--- config.mk ---
export PLATFORM = sky130hd
export DESIGN_NAME = m_rr_bus_arbiter
export DESIGN_NICKNAME = d
export VERILOG_FILES = /design/src/rtl/m_rr_bus_arbiter.sv
export SDC_FILE = /design/constraint.sdc
export NUM_CORES = 1
export LEC_CHECK = 0
export CAP_MARGIN = 20
export CORE_UTILIZATION = 40
export CTS_CLUSTER_DIAMETER = 200
export CTS_CLUSTER_SIZE = 10
export DETAILED_ROUTE_END_ITERATION = 6
export GPL_ROUTABILITY_DRIVEN = 0
export PLACE_DENSITY_LB_ADDON = 0.25
export SLEW_MARGIN = 20
export SYNTH_ARGS = -nofsm -noshare
export SYNTH_HDL_FRONTEND = slang
export SYNTH_SLANG_ARGS = --single-unit
--- constraint.sdc ---
create_clock -name i_clk -period 2.4 [get_ports i_clk]
set_input_delay 0.48 -clock i_clk [delete_from_list [all_inputs] [get_ports i_clk]]
set_output_delay 0.48 -clock i_clk [all_outputs]
set_load 0.01 [all_outputs]
--- src/rtl/m_rr_bus_arbiter.sv ---
// Round-robin owner selection for the shared data bus.
// Registers the owner's word onto the bus with a valid flag.
module m_rr_bus_arbiter #(
  parameter int N_REQ    = 4,
  parameter int DATA_W   = 16,
  parameter int SEL_W    = 2,
  parameter int MAX_HOLD = 8
) (
  input  logic                    i_clk,
  input  logic                    i_rst,
  input  logic [N_REQ-1:0]        i_req,
  input  logic [N_REQ*DATA_W-1:0] i_data,
  output logic [N_REQ-1:0]        o_gnt,
  output logic [SEL_W-1:0]        o_sel,
  output logic [DATA_W-1:0]       o_data,
  output logic                    o_valid,
  output logic                    o_busy
);

  localparam int HOLD_W = $clog2(MAX_HOLD + 1);
  localparam int CW     = SEL_W + 1;
  localparam logic [HOLD_W-1:0] HOLD_MAX = HOLD_W'(MAX_HOLD);
  localparam logic [N_REQ-1:0]  ONE      = N_REQ'(1);

  typedef enum logic [1:0] {
    S_IDLE    = 2'd0,
    S_GRANT   = 2'd1,
    S_RELEASE = 2'd2
  } state_t;

  state_t              state_q, state_d;
  logic [N_REQ-1:0]    gnt_d;
  logic [SEL_W-1:0]    sel_d;
  logic [DATA_W-1:0]   data_d;
  logic                valid_d;
  logic [HOLD_W-1:0]   hold_q, hold_d;
  logic [SEL_W-1:0]    last_q, last_d;

  logic                found;
  logic [SEL_W-1:0]    win;
  logic [CW-1:0]       cand;
  logic [DATA_W-1:0]   own_word;

  // Scan upward from the slot after the last owner, wrapping once.
  always_comb begin
    found = 1'b0;
    win   = '0;
    cand  = '0;
    for (int i = 1; i <= N_REQ; i++) begin
      cand = {1'b0, last_q} + CW'(i);
      if (cand >= CW'(N_REQ))
        cand = cand - CW'(N_REQ);
      if (!found && i_req[cand[SEL_W-1:0]]) begin
        found = 1'b1;
        win   = cand[SEL_W-1:0];
      end
    end
  end

  // Bus mux: word of the current owner.
  always_comb begin
    own_word = '0;
    for (int k = 0; k < N_REQ; k++)
      if (o_sel == SEL_W'(k))
        own_word = i_data[k*DATA_W +: DATA_W];
  end

  // Next-state and next-output logic of the ownership FSM.
  always_comb begin
    state_d = state_q;
    gnt_d   = o_gnt;
    sel_d   = o_sel;
    data_d  = o_data;
    valid_d = 1'b0;
    hold_d  = hold_q;
    last_d  = last_q;
    unique case (state_q)
      S_IDLE: begin
        if (found) begin
          gnt_d   = ONE << win;
          sel_d   = win;
          last_d  = win;
          hold_d  = HOLD_W'(1);
          state_d = S_GRANT;
        end
      end
      S_GRANT: begin
        data_d  = own_word;
        valid_d = 1'b1;
        if (!i_req[o_sel] || hold_q == HOLD_MAX) begin
          gnt_d   = '0;
          state_d = S_RELEASE;
        end else begin
          hold_d = hold_q + HOLD_W'(1);
        end
      end
      S_RELEASE: begin
        gnt_d   = '0;
        hold_d  = '0;
        state_d = S_IDLE;
      end
      default: begin
        gnt_d   = '0;
        hold_d  = '0;
        state_d = S_IDLE;
      end
    endcase
  end

  // State and registered outputs; reset points last owner at N_REQ-1.
  always_ff @(posedge i_clk or posedge i_rst) begin
    if (i_rst) begin
      state_q <= S_IDLE;
      o_gnt   <= '0;
      o_sel   <= '0;
      o_data  <= '0;
      o_valid <= 1'b0;
      hold_q  <= '0;
      last_q  <= SEL_W'(N_REQ - 1);
    end else begin
      state_q <= state_d;
      o_gnt   <= gnt_d;
      o_sel   <= sel_d;
      o_data  <= data_d;
      o_valid <= valid_d;
      hold_q  <= hold_d;
      last_q  <= last_d;
    end
  end

  assign o_busy = (state_q == S_GRANT) || (state_q == S_RELEASE);

endmodule

Word level (Yosys, flattened, before mapping)
Index checks and enable logic that the tools add are counted.
{"block": "word_totals", "ff_bits": 31, "input_bits": 70, "output_inout_bits": 24, "word_cells": 85}
{"block": "classes", "n_addsub": 9, "magnitude_cmp": 9, "n_eq_ne": 9, "n_shift": 1, "muxes": 36, "n_reduce_logical": 14}
{"cell": "16-bit two-way mux", "n": 4}
{"cell": "2-bit two-way mux", "n": 10}
{"cell": "4-bit two-way mux", "n": 4}
{"cell": "4-bit case mux with 2 select lines", "n": 2}
{"cell": "2-bit by 3-bit < comparator with 1-bit output (second input constant)", "n": 5}
{"cell": "3-bit >= comparator (second input constant)", "n": 4}
{"cell": "1-bit binary-select mux with 2-bit select", "n": 5}
{"cell": "1-bit two-way mux", "n": 10}
{"cell": "2-bit by 1-bit subtractor with 2-bit output (second input constant)", "n": 4}
{"cell": "2-bit by 2-bit adder with 3-bit output (second input constant)", "n": 2}
{"cell": "2-bit equality test (second input constant)", "n": 3}
{"cell": "2-bit inequality test (second input constant)", "n": 3}
{"cell": "2-bit AND reduction", "n": 3}
{"cell": "4-bit by 1-bit adder with 4-bit output (second input constant)", "n": 1}
{"cell": "2-bit by 1-bit equality test with 1-bit output (second input constant)", "n": 2}
{"cell": "4-bit equality test (second input constant)", "n": 1}
{"cell": "1-bit logical NOT", "n": 4}
{"cell": "2-bit logical NOT", "n": 2}
{"cell": "2-bit case mux with 2 select lines", "n": 1}
{"cell": "1-bit by 2-bit << shifter with 4-bit output (first input constant)", "n": 1}
{"cell": "2-bit by 1-bit adder with 3-bit output (second input constant)", "n": 1}
{"cell": "2-bit by 3-bit adder with 3-bit output (second input constant)", "n": 1}
{"cell": "1-bit logical AND", "n": 3}
{"cell": "1-bit logical OR", "n": 2}

Logic depth before layout (Yosys ltp)
Gate-level depths: netlist (run 1).
{"block": "depth", "depth_word": 18, "depth_mapped": 6, "depth_no_buf": 6}

Least setup slack after synthesis (run 1)
No wires, ideal clock.
{"block": "synth_timing", "path_type": "reg-to-reg", "from": "reg o_sel[0]", "to": "reg o_data[5]", "setup_time_ps": 125, "arrival_ps": 1693, "required_ps": 2275, "setup_slack_ps": 582, "path_stages_with_launch": 5, "path_buffers": 2, "synth_period_minus_slack_ps": 1818, "path_cell_list": "dfrtp_1 -> buf_2 -> buf_2 -> mux4_2 -> mux2_2"}
{"block": "synth_between", "elab_chain_len": 5, "elab_cells_between_ends": 8, "cone_classes": "3 x eq/ne; 4 x mux; 1 x reduce/logical"}
{"element": "from (decl)", "line": "14", "source": "output logic [SEL_W-1:0] o_sel,"}
{"element": "from (signal assigned)", "line": "123", "source": "o_sel <= sel_d;"}
{"element": "2-bit logical NOT", "line": "64", "source": "if (o_sel == SEL_W'(k))"}
{"element": "16-bit two-way mux (3 in a row)", "line": "64"}
{"element": "16-bit two-way mux (*)", "line": "64"}
{"element": "to (signal assigned)", "line": "124", "source": "o_data <= data_d;"}
{"element": "to (decl)", "line": "15", "source": "output logic [DATA_W-1:0] o_data,"}
Mark *: on every way between the ends. The rest lies on a longest branch, timed or not.
A chain may end at the register's enable or synchronous reset.

Final worst setup path (run 1)
{"block": "layout_timing", "from": "in i_req[1]", "to": "reg o_gnt[3]"}
{"block": "layout_between", "elab_chain_len": 15, "elab_cells_between_ends": 32, "cone_classes": "2 x eq/ne; 1 x shift; 20 x mux; 9 x reduce/logical"}
{"element": "from (decl)", "line": "11", "source": "input logic [N_REQ-1:0] i_req,"}
{"element": "1-bit binary-select mux with 2-bit select", "line": "53", "source": "if (!found && i_req[cand[SEL_W-1:0]]) begin"}
{"element": "1-bit two-way mux (not written as such)", "line": "53"}
{"element": "1-bit two-way mux", "line": "53"}
{"element": "1-bit logical NOT", "line": "53"}
{"element": "1-bit logical AND", "line": "53"}
{"element": "1-bit two-way mux", "line": "53"}
{"element": "1-bit logical NOT", "line": "53"}
{"element": "1-bit logical AND", "line": "53"}
{"element": "1-bit two-way mux", "line": "53"}
{"element": "1-bit logical NOT", "line": "53"}
{"element": "1-bit logical AND", "line": "53"}
{"element": "2-bit two-way mux", "line": "53"}
{"element": "1-bit by 2-bit << shifter with 4-bit output", "line": "80", "source": "gnt_d = ONE << win;"}
{"element": "4-bit two-way mux", "line": "79", "source": "if (found) begin"}
{"element": "4-bit case mux with 2 select lines", "line": "77", "source": "unique case (state_q)"}
{"element": "to (signal assigned)", "line": "122", "source": "o_gnt <= gnt_d;"}
{"element": "to (decl)", "line": "13", "source": "output logic [N_REQ-1:0] o_gnt,"}
Several ways; a longest one is shown, not always the timed one. The select of a mux whose other input is x is not followed.

==> results of run 1 <==
==> path summary, 6_finish.rpt <==
check                                 startpoint               endpoint  slack, ns  cells after the start
max in group asynchronous                  i_rst  last_q[0]$_DFFE_PP1P_       1.51                      3
min                         o_gnt[2]$_DFFE_PP0P_   o_gnt[2]$_DFFE_PP0P_       0.50                      2
min reg2reg                 o_gnt[2]$_DFFE_PP0P_   o_gnt[2]$_DFFE_PP0P_       0.50                      2
max                                     i_req[1]   o_gnt[3]$_DFFE_PP0P_       0.33                      5
max reg2reg                last_q[1]$_DFFE_PP1P_   o_gnt[0]$_DFFE_PP0P_       0.58                      4
min in group asynchronous                  i_rst  o_data[4]$_DFFE_PP0N_       0.57                      3
==> sequential cells by signal, summed over array words and instances, names as in the netlist <==
signal and count:
hold_q 4, last_q 2, o_data 16, o_gnt 4
o_sel 2, o_valid 1, state_q 2
==> synthesized netlist by cell type (all sizes together) <==
master / n / share of area
a21o: 3 / 0.012
a21oi: 4 / 0.011
a22o: 1 / 0.0048
a32o: 3 / 0.017
and2: 1 / 0.0034
and3: 1 / 0.0034
and3b: 1 / 0.0048
buf: 5 / 0.016
clkbuf: 4 / 0.0082
dfrtp: 29 / 0.40
dfstp: 2 / 0.029
ha: 5 / 0.034
inv: 6 / 0.012
mux2: 19 / 0.12
mux2i: 1 / 0.0055
mux4: 17 / 0.22
nand2: 6 / 0.012
nand2b: 2 / 0.0069
nand3: 3 / 0.0082
nand3b: 1 / 0.0041
nand4: 2 / 0.0069
nor2: 3 / 0.0062
nor2b: 1 / 0.0034
nor3b: 1 / 0.0041
nor4: 1 / 0.0034
o21a: 1 / 0.0041
o21ai: 1 / 0.0027
o22a: 1 / 0.0048
o31a: 1 / 0.0048
o31ai: 1 / 0.0041
o41ai: 2 / 0.0096
or2: 1 / 0.0034
or3: 2 / 0.0069
xnor2: 1 / 0.0048
==> worst min-delay path: stages (launching register included) <==
cell     delay (ns)
dfrtp_1        0.35
nand2_1        0.05
o41ai_1        0.06
==> logic make-up (layout without fill, tap and decap cells) <==
| family | after synthesis | after routing |
|---|---|---|
| compound gates | 18 | 18 |
| xor+xnor | 1 | 1 |
| fa+ha+maj | 5 | 5 |
| buf+inv | 15 | 113 |
| flops | 31 | 31 |
| mux | 37 | 37 |
| simple gates | 26 | 26 |
==> metal layers <==
layer  vias up  wire length [um]  track usage
met5         -                 0            0
met4         0               113       0.0816
met3        13               301       0.0698
met2        65              2640        0.403
met1       771              1750        0.238
li1        711                 -            -
==> metrics by stage <==
step / worst slack, ns / cells / utilization
finish: 0.330 / 283 / 0.668
detailed placement: 0.0513 / 275 / 0.647
CTS: 0.355 / 283 / 0.668
floorplan: 0.582 / 133 / -
global route: 0.236 / 283 / 0.668
global placement: 0.144 / 275 / 0.647
==> area by class of cell <==
class | instances | area share
sequential | 31 | 0.268
timing repair buffer | 99 | 0.335
clock buffer | 7 | 0.0297
clock inverter | 1 | 0.00172
tap | 52 | 0.0224
multi-input combinational | 87 | 0.335
inverter | 6 | 0.00774
==> where the power goes <==
| group | switching, uW | internal [uW] | total, uW |
|---|---|---|---|
| sequential | 163 | 789 | 953 |
| combinational | 746 | 1120 | 1870 |
| clock | 194 | 231 | 425 |
==> flow_summary.toml, run 1 <==
[run_status]
status = "completed"

[placement]
dpl.hpwl_um = 3770
portBuffers = 93
placement.cell_area_mm2 = 0.00282

[flow_run]
drv.max_cap_violation_count = 0

[setup_path]
crit_type = "in -> reg"
path_cells = "clkdlybuf4s50_1 > nor4_1 > nand2b_1 > nor2_1 > a32o_1"
critical_path_buf_inv_count = 1
required_ns = 2.57
endpoint_kind = "flop"
cpLargestDelayFamily = "simple AND/OR/NAND/NOR gates"
worst-path-max-fanout = 8
cp_max_stage_delay_ns = 0.49
critical-path-slowest-cell = "nor4_1"
arr_time_crit_path_ns = 2.24
startpoint_types = "input pin"

[yosys]
seq_area_frac_synth = 0.427
muxShareOfSynthArea = 0.343
syn-instance-count = 133
postSynthRegisterBits = 31
synth-simple-area-share = 0.0776
synth_top_family_by_area = "multiplexers"
post_synthesis_average_cell_area_um2 = 13.7
synth_nets = 208
compound_gate_fraction_of_synth_area = 0.0755
netlist_area_mm2 = 0.00182
yosys.area_share.adder = 0.0343
post_synth_num_cell_types = 39
yosys_warning_count = 0
synth-xor-area-share = 0.00481

[clocking]
ctsHtreeMaxLevel = 2
clock_tree.buffer_depth = 2
cts_buffers = 5
skew_pair_late_insertion_delay_ns = 0.29
post_cts_resized = 0
cts_hold_buffers = 0
cts_tree = "done"
cts_post_setup_buffers_inserted = 0
cts.sinks = 31
clkSlewWorstSetupHoldPaths_ns = 0.06
ctsRootBufferMaster = "clkbuf_8"

[drt]
routedWlPerCell_um = 17.0
vias_per_cell = 5.51
drt_pass1_iterations = 4
drt-total-wl_um = 4810
drt.antenna.violating_nets = 0
drt-initial-drc-count = 90
route.vias.total = 1560
post-route-drc-count = 0

[floorplan]
initial_core_util = 0.418
design.die.area_mm2 = 0.00483
die_height_um = 69.5
io_count = 94
floorplan_row_count = 24
core_area_mm2 = 0.00435
dieWidth_um = 69.5

[global_routing]
grt_max_degree = 32
globalRouteTotalUtil = 0.221
first_pass_grt_wire_length_um = 8220
antenna_found_initial = 0
via_count_of_the_first_global_routing_pass = 1740
globalRouteOverflowTotal = 0

[cells_and_area]
antenna_cells_inserted = 0
fillCellCount = 310
ff_latch_area_um2 = 778
finalInstanceArea_mm2 = 0.00291
most-common-layout-cells = "clkdlybuf4s50_1, dfrtp_1, mux2_2"
layout.cells.most_common = "clkdlybuf4s50_1"
multi_input_area_um2 = 976
fin_nets = 305
layout-drive-gt1-share = 0.212
flow.area_growth_from_synthesis_pct = 59.7

[sta]
setup-violations-final = 0
timing.max_slew.rel_slack = 0.683
max_freq_ghz = 0.483
fin_crit_ns = 2.07
skew_ns = 0.00645
final_min_period_over_clock_period = 0.862
rsz0062_at_grt = "false"
setup_tns_ns = 0
max_slew.worst_pin.slew_ns = 0.471
final_hold_viol_count = 0
finalHoldWorstSlack_ns = 0.497
drv_slew = 0

[pwr]
post-layout-total-power_uw = 3250
vdd.ir_drop.worst_v = 0.000587
leakagePower_uw = 0.00119
pwr_density_cell_mw_per_mm2 = 1120

[hold_path]
worst_hold_path_type = "reg -> reg"
Power figures use the tool's default switching activity.
==> inputs of run 2 (changes only) <==
--- a/config.mk
+++ b/config.mk
@@ -6,7 +6,7 @@
 export NUM_CORES = 1
 export LEC_CHECK = 0
 export CAP_MARGIN = 20
-export CORE_UTILIZATION = 40
+export CORE_UTILIZATION = 43
 export CTS_CLUSTER_DIAMETER = 200
 export CTS_CLUSTER_SIZE = 10
 export DETAILED_ROUTE_END_ITERATION = 6
==> constraint.sdc (replaced) <==
create_clock -name i_clk -period 2.56 [get_ports i_clk]
set_input_delay 0.512 -clock i_clk [delete_from_list [all_inputs] [get_ports i_clk]]
set_output_delay 0.512 -clock i_clk [all_outputs]
set_load 0.01 [all_outputs]
==> run 2 against run 1 <==
  * Critical path depth did not move
  * First-iteration DRC count down 7.8%
  * Global-route usage increased by 1.1 points
  * Clock-buffer cell count rose by 1
  * Total power is 5.7% lower
  * Largest cell class unchanged
  * Highest routed layer unchanged
==> flow_summary.toml, run 2 (synthesized netlist as in run 1, its figures left out) <==
[global_routing]
antenna_found_initial = 0
first_pass_grt_wire_length_um = 7650
grt_max_degree = 32
via_count_of_the_first_global_routing_pass = 1731
globalRouteOverflowTotal = 0
globalRouteTotalUtil = 0.233

[floorplan]
die_height_um = 67.1
design.die.area_mm2 = 0.00450
initial_core_util = 0.452
dieWidth_um = 67.1
floorplan_row_count = 23
core_area_mm2 = 0.00403
io_count = 94

[setup_path]
arr_time_crit_path_ns = 2.27
endpoint_kind = "flop"
required_ns = 2.71
reg2reg_slack_ns = 0.67
regToRegEndpoint = "o_data[3]$_DFFE_PP0N_"
worst-path-max-fanout = 8
worst_r2r_startpoint = "o_sel[0]$_DFFE_PP0P_"
rr_worst_depth = 3
startpoint_types = "input pin"
crit_type = "in -> reg"

[cells_and_area]
ff_latch_area_um2 = 778
flow.area_growth_from_synthesis_pct = 59.6
fin_nets = 304
fillCellCount = 278
layout.cells.most_common = "clkdlybuf4s50_1"
finish.utilization = 0.722
number_of_flip_flops_under_the_largest_register_name = 16
layout-drive-gt1-share = 0.209
multi_input_area_um2 = 976
registers_with_the_most_flip_flops = "o_data: 16 flops, hold_q: 4 flops, o_gnt: 4 flops"
antenna_cells_inserted = 0
most-common-layout-cells = "clkdlybuf4s50_1, dfrtp_1, mux2_2"
largest_register = "o_data"

[clocking]
cts_hold_buffers = 0
post_cts_resized = 0
clock_tree.buffer_depth = 2
cts_tree = "done"
ctsRootBufferMaster = "clkbuf_8"
clkSlewWorstSetupHoldPaths_ns = 0.06
cts_post_setup_buffers_inserted = 0
skew_pair_late_insertion_delay_ns = 0.27
cts.sinks = 31
cts_buffers = 5
ctsHtreeMaxLevel = 2

[hold_path]
worst_hold_path_type = "reg -> reg"
min_delay_worst_endpoint = "o_gnt[0]$_DFFE_PP0P_"
worstHoldStart = "o_gnt[0]$_DFFE_PP0P_"
hold-path-cell-count = 2

[drt]
drt-total-wl_um = 4800
drt_pass1_iterations = 4
drt.antenna.violating_nets = 0
routedWlPerCell_um = 17.1
vias_per_cell = 5.61
post-route-drc-count = 0
drt-initial-drc-count = 83
route.vias.total = 1571

[sta]
rsz0062_at_grt = "false"
max_slew.worst_pin.slew_ns = 0.486
skew_ns = 0.00600
timing.max_slew.rel_slack = 0.676
fin_crit_ns = 2.12
setup-violations-final = 0
setup_tns_ns = 0
final_hold_viol_count = 0
drv_slew = 0
max_freq_ghz = 0.472
final_min_period_over_clock_period = 0.827

[flow_run]
drv.max_cap_violation_count = 0

[pwr]
vdd.ir_drop.worst_v = 0.000666
switching_share = 0.338
power.combinational.fraction = 0.562
power.net_switching_uw = 1030
pwr-share-clk = 0.135
sequentialPowerShare = 0.303
internal_power_uw = 2030
leakagePower_uw = 0.00119
pwr_density_cell_mw_per_mm2 = 1050

[run_status]
status = "completed"

[placement]
dpl.hpwl_um = 3840
portBuffers = 93
## run 2: changes by cell type in the layout (fill, tap and decap cells not counted), sizes merged
cell    delta
clkinv     -1
buf        -1
clkbuf     +1
## run 2: worst max path at each step
stage	startpoint	to	slack [ns]
2_1_floorplan	o_sel[0]$_DFFE_PP0P_	o_data[5]$_DFFE_PP0N_	0.74
3_3_place_gp	i_req[3]	state_q[1]$_DFFE_PP0P_	0.28
3_5_place_dp	i_req[1]	state_q[1]$_DFFE_PP0P_	0.22
4_1_cts	o_sel[0]$_DFFE_PP0P_	o_sel[0]	0.47
5_1_grt	i_req[1]	o_gnt[3]$_DFFE_PP0P_	0.35
6_report	i_req[1]	o_gnt[3]$_DFFE_PP0P_	0.44
## run 2: worst max-delay path, stage by stage
cell	delay [ns]
clkdlybuf4s50_1	0.49
nor4_1	0.48
nand2b_1	0.37
nor2_1	0.14
a32o_1	0.28
## run 2: power groups by stage
stage	logic [uW]	clock network (uW)	registers [uW]
after floorplan	983	0	960
after global placement	1660	0	918
after detailed placement	1730	0	937
after CTS	1740	421	928
after global routing	1850	437	961
final	1720	413	927
## run 2: area by class of cell
class | instances | area share
inverter | 6 | 0.00775
timing repair buffer | 98 | 0.333
tap | 50 | 0.0215
clock buffer | 8 | 0.0344
sequential | 31 | 0.268
multi-input combinational | 87 | 0.336
## run 2: per-layer routing
layer	up-vias	track usage	wire length, um
li1	703	-	-
met4	0	0.0665	85
met3	8	0.0599	333
met1	782	0.234	1730
met2	78	0.456	2640
met5	-	0	0
## run 2: per-stage QoR
step	instances	instance area [um^2]	power [uW]	hold WS [ns]	worst slack, ns
3_5_place_dp	272	2810	2670	0.488	0.219
5_1_grt	280	2910	3250	0.521	0.353
2_1_floorplan	133	1820	1940	0.481	0.742
3_3_place_gp	272	2810	2580	0.480	0.276
4_1_cts	280	2910	3090	0.503	0.469
6_report	280	2910	3060	0.503	0.443
